--- config.mk ---
export PLATFORM = sky130hd
export DESIGN_NAME = mult_manager
export DESIGN_NICKNAME = d
export VERILOG_FILES = /design/src/rtl/mult_manager.sv
export SDC_FILE = /design/constraint.sdc
export NUM_CORES = 2
export LEC_CHECK = 0
export CORE_MARGIN = 4
export CORE_UTILIZATION = 65
export DETAILED_ROUTE_END_ITERATION = 10
export PLACE_DENSITY = 0.84
export RECOVER_POWER = 25
export REMOVE_ABC_BUFFERS = 1
export SYNTH_ARGS = -nofsm -noshare
export SYNTH_HDL_FRONTEND = slang
export SYNTH_SLANG_ARGS = --single-unit
export TNS_END_PERCENT = 1
--- constraint.sdc ---
create_clock -name clk -period 11.5 [get_ports clk]
set_input_delay 2.3 -clock clk [delete_from_list [all_inputs] [get_ports clk]]
set_output_delay 2.3 -clock clk [all_outputs]
set_load 0.01 [all_outputs]
--- src/rtl/mult_manager.sv ---
// Pipelined RV32M multiply unit: MUL/MULH/MULHSU/MULHU carried through STAGES
// registered stages to a ready/valid register-file writeback port.
module mult_manager #(
  parameter int unsigned STAGES = 4
) (
  input  logic        clk,
  input  logic        rst,
  input  logic        mult_valid_i,
  output logic        mult_ready_o,
  input  logic [2:0]  funct3_i,
  input  logic [31:0] rs1_data_i,
  input  logic [31:0] rs2_data_i,
  input  logic [4:0]  rd_addr_i,
  output logic [4:0]  rd_addrs_o [STAGES],
  output logic [STAGES-1:0] uses_o,
  output logic        busy_o,
  output logic        wb_valid_o,
  input  logic        wb_ready_i,
  output logic [4:0]  wb_rd_o,
  output logic [31:0] wb_data_o
);

  logic [STAGES-1:0] use_q;
  logic [4:0]        rd_q   [STAGES];
  logic [31:0]       data_q [STAGES];

  logic        adv;
  logic        live;
  logic [32:0] a_ext;
  logic [32:0] b_ext;
  logic [63:0] prod;
  logic [31:0] res;

  assign adv          = !(use_q[STAGES-1] && !wb_ready_i);
  assign mult_ready_o = adv;

  // rd=0 and divide-class funct3 still handshake but enter the pipe as bubbles.
  assign live = mult_valid_i && !funct3_i[2] && (rd_addr_i != 5'd0);

  always_comb begin
    a_ext = {(funct3_i[1:0] != 2'b11) & rs1_data_i[31], rs1_data_i};
    b_ext = {(funct3_i[1:0] == 2'b00 || funct3_i[1:0] == 2'b01) & rs2_data_i[31], rs2_data_i};
    // Low 64 bits of the 33x33 signed product equal the 64x64 product of the
    // sign-extended operands taken modulo 2^64.
    prod  = {{31{a_ext[32]}}, a_ext} * {{31{b_ext[32]}}, b_ext};
    res   = (funct3_i[1:0] == 2'b00) ? prod[31:0] : prod[63:32];
  end

  always_ff @(posedge clk or posedge rst) begin
    if (rst) begin
      use_q     <= '0;
      rd_q[0]   <= '0;
      data_q[0] <= '0;
    end else if (adv) begin
      use_q     <= {use_q[STAGES-2:0], live};
      rd_q[0]   <= live ? rd_addr_i : '0;
      data_q[0] <= live ? res : '0;
    end
  end

  for (genvar g = 1; g < STAGES; g++) begin : g_stage
    always_ff @(posedge clk or posedge rst) begin
      if (rst) begin
        rd_q[g]   <= '0;
        data_q[g] <= '0;
      end else if (adv) begin
        rd_q[g]   <= rd_q[g-1];
        data_q[g] <= data_q[g-1];
      end
    end
  end

  assign rd_addrs_o = rd_q;
  assign uses_o     = use_q;
  assign busy_o     = |use_q;
  assign wb_valid_o = use_q[STAGES-1];
  assign wb_rd_o    = rd_q[STAGES-1];
  assign wb_data_o  = data_q[STAGES-1];

endmodule
# Word level (Yosys, flattened, before mapping)
# Cells that the tools add are included.
# op_classes
mul,1
bitwise_logic,2
reduce_logical,10
n_eq_ne,2
n_mux,3
# op_table
op,count
$mul 33x33->64,1
$mux 32,2
$mux 5,1
$reduce_bool 5->1,1
$reduce_or 4->1,1
$logic_and 1x1->1,3
$logic_not 1->1,3
$and 1x1->1,2
$eq 2x1->1 const B,1
$logic_not 2->1,1
$ne 2x2->1 const B,1
$logic_or 1x1->1,1
# totals
wordCells,27
output_inout_bits,64
ff_bits,152

# Logic depth before layout (Yosys ltp)
# depth
word_depth,6
ltp_mapped,30

# Least setup slack after synthesis
# OpenSTA, ideal clock, no wires.
# synth_timing
kind,input port to flip-flop
start,in rs1_data_i[31]
end,reg data_q[122] (netlist bit)
arrival_time_ps,9712
setup_ps,83
slack_ps,1705
path_stages,24
path_buffers,1
cell_sequence,a21boi_0 -> clkbuf_1 -> nand2_1 -> inv_1 -> fa_1 -> fa_1 -> fa_1 -> fa_1 -> inv_1 -> fa_1 -> fa_1 -> fa_1 -> fa_1 -> inv_1 -> ha_1 -> a21o_1 -> a21oi_1 -> o21ai_0 -> o41ai_1 -> nand2_1 -> a211o_1 -> nand2_1 -> mux2_2 -> o21ai_0
# synth_via
elab_chain_cells,4
# synth_rtl
element,line_no,rtl
"start, declared",11,"input logic [31:0] rs1_data_i,"
$and 1x1->1,41,"a_ext = {(funct3_i[1:0] != 2'b11) & rs1_data_i[31], rs1_data_i};"
$mul 33x33->64 *,45,"prod = {{31{a_ext[32]}}, a_ext} * {{31{b_ext[32]}}, b_ext};"
$mux 32 *,46,res = (funct3_i[1:0] == 2'b00) ? prod[31:0] : prod[63:32];
$mux 32 *,57,data_q[0] <= live ? res : '0;
"end, declared",25,logic [31:0] data_q [STAGES];
# Every way passes the cells marked *; elsewhere a longest branch is shown, timed or not.
# A chain may end at the register's enable or synchronous reset.

# Worst setup path after layout
# layout_timing
start,in funct3_i[0]
end,reg data_q[126] (netlist bit)
# layout_via
elab_chain_cells,6
# layout_rtl
element,line_no,rtl
"start, declared",10,"input logic [2:0] funct3_i,"
$eq 2x1->1 / $logic_not 2->1 (equally long branches),"42, 46",
$logic_or 1x1->1,42,"b_ext = {(funct3_i[1:0] == 2'b00 || funct3_i[1:0] == 2'b01) & rs2_data_i[31], rs2_data_i};"
$and 1x1->1,42,
$mul 33x33->64,45,
$mux 32 *,46,
$mux 32 *,57,
# Marks and branches as above.

==> reports/results.txt <==
Final setup viols = 0
Crit. End Element = register
Setup CP Type = in2reg
failing checks = max-capacitance violations, max-slew violations
gpl congestion = 0.9355
row cnt = 94
Worst Setup Start Kind = input port
total core area = 66220 um2
Wirelength per Cell = 19.70 um
met3 usage = 7.506%
Avg Cell Area, Syn = 9.115 um2
Final Slew Violations = 144
CP required = 11790 ps
GRT Total Usage = 33.12%
met2 Usage GRT = 54.65%
number of global-route vias before repair = 35950
Tcrit/Tclk final = 91.77%
Post-CTS Resized = 0
post-synth top area share = 51.49%
Yosys reg bits = 152
Fill cells = 4805
Vias = 32220
Max-slew headroom = -119.9%
clock sinks = 152
RSZ-0062 raised after global routing = false
area leader, netlist = fa_1
drt via density = 5.688
final setup TNS = 0 ps
post-CTS setup buffer count = 0
pre-CTS WS = 418.6 ps
CTS root buf = clkbuf_16
global-route wire length before repair = 186300 um
total of max-cap violations = 2
Pre-Repair DR Iteration Count = 9
crit path cell chain = clkdlybuf4s50_1 > a21boi_2 > nand2_1 > inv_1 > fa_1 > fa_1 > fa_1 > fa_1 > inv_1 > fa_1 > fa_1 > fa_1 > fa_1 > inv_1 > ha_1 > a21o_1 > a21oi_1 > o21ai_0 > o41ai_1 > nand2_1 > a2111oi_2 > nor4_1 > nor3_1 > o21ai_0
Final Hold Fails = 0
DRT Wirelength = 111600 um
most frequent cell after synthesis = nand2_1
post-synthesis sequential area ratio = 8.696%
yosys warns = 0
Detail Route Antenna Nets = 0
CTS tree = done
Tmin final = 10550 ps
Layout Nets = 6198
port buffer count = 139
number of synthesized flops with an enable pin = 0
ranking of synthesized cells by area = fa_1 51%, nand2_1 9.7%, inv_1 9.3%
Die Area = 71510 um2
Hold Buf Count CTS = 0
Mapped Area = 43740 um2
Least-Margin Pin Slew = 3281 ps
post-synthesis cell count = 4799
largest net degree at the start of global routing = 96
die height = 267.4 um
Top cell by count, worst path = fa_1
Post-synth ARST share = 100.0%
worst clock skew = 10.51 ps
busiest grt layer = met2
DRC = 0
top_reg_cell synth = dfrtp_1
fmax = 94.75 MHz
TritonCTS Buffers = 17
Netlist cell types = 75
crit path max fanout = 12
total gr overflow = 0
status = finished with violations
Arr. time, crit path = 10850 ps
DP HPWL = 94300 um
Max Buffers Root-to-Sink = 2
met1 Track Usage GR = 43.14%
initial core utilization = 66.06%
design area = 46490 um2
commonest cells in the netlist = 1127 x nand2_1, 1125 x fa_1, 1087 x inv_1
clk_lat worst skew = 430 ps
ratio of cells with drive above 1 in the final layout = 3.814%
1st-iter DRT viols = 2511
I/O pins = 140
slowest CP cell = fa_1
Final WS setup = 946.0 ps
Finished Core Util = 70.21%
area post-placement = 45880 um2
Worst Hold Class = reg2reg
clock slew at reported path FFs = 80 ps
area delta synth->final = 6.287%
die width = 267.4 um
CP max stage delay = 820 ps
CTS H-tree lvls = 4
initial antenna violation count = 3
-- final cells by class --
cell class                      count  area (um2)  share of cell area (%)
Inverter                         1088        4086                   8.790
Multi-Input combinational cell   3268       34610                   74.45
Tap cell                          864        1081                   2.325
Sequential cell                   152        3804                   8.182
Clock buffer                       17       425.4                  0.9150
Timing Repair Buffer              258        2281                   4.906
Antenna cell                        3       7.507                 0.01615
Clock inverter                     15       192.7                  0.4145
-- final timing paths --
path | startpoint | end | slack [ps] | depth (start not counted)
setup / recovery | funct3_i[0] | data_q[126] | 950 | 24
hold / removal | wb_data_o[26] | wb_data_o[26] | 460 | 2
setup reg to reg | uses_o[3] | data_q[114] | 6670 | 9
hold reg to reg | wb_data_o[26] | wb_data_o[26] | 460 | 2
max in group asynchronous | rst | data_q[99] | 6170 | 3
min in group asynchronous | rst | data_q[92] | 3260 | 2
-- logic make-up (layout without fill, tap and decap cells) --
family / count (synthesis) / count (layout) / share of synthesized area, %
adder cells (fa/ha/maj): 1337 / 1337 / 57.55
AND/OR/NAND/NOR: 1600 / 1600 / 16.11
buffers and inverters: 1379 / 1378 / 12.20
multiplexers: 7 / 7 / 0.1659
AO/OA/AOI/OAI: 255 / 255 / 3.899
XOR/XNOR: 69 / 69 / 1.382
other: 0 / 3 / 0
flip-flops: 152 / 152 / 8.696
-- worst max-delay path, delay by kind of cell --
family / cells / cell delay [ps]
fa+ha+maj: 9 / 4810
simple gates: 4 / 660
buf+inv: 4 / 1230
compound gates: 7 / 1810
-- layer usage --
layer	share of wire [%]	vias up
met4	4.7	0
met5	0	-
li1	-	13740
met1	37	16510
met2	49	1584
met3	9.0	386
-- state kept, by name (all words and copies together) (netlist names) --
| name | flops |
|---|---|
| rd_addrs_o | 15 |
| data_q | 96 |
| wb_rd_o | 5 |
| uses_o | 4 |
| wb_data_o | 32 |
-- metrics by stage --
step	std cells	hold WS, ps
final	5665	464.8
after global routing	5664	491.0
after CTS	5662	472.1
after detailed placement	5630	454.4
after global placement	5630	449.8
after floorplan	4508	438.6
-- cells in the final DEF, fill, tap and decap left out, drive strengths merged, types with 8 or more instances in the layout --
cell,n
xor2,30
nand4,11
nand2,1128
dfrtp,152
dlygate4sd3,16
fa,1125
xnor2,39
ha,212
o21ai,64
clkdlybuf4s50,123
nor2,59
inv,1094
a31oi,9
and2,325
clkbuf,18
a21o,26
or2,11
buf,118
nor3,11
nand3,19
o211ai,8
a22oi,21
a21oi,69
Power is not shown: default switching activity piles up to over one toggle a cycle in this logic, so the estimate is an artifact.
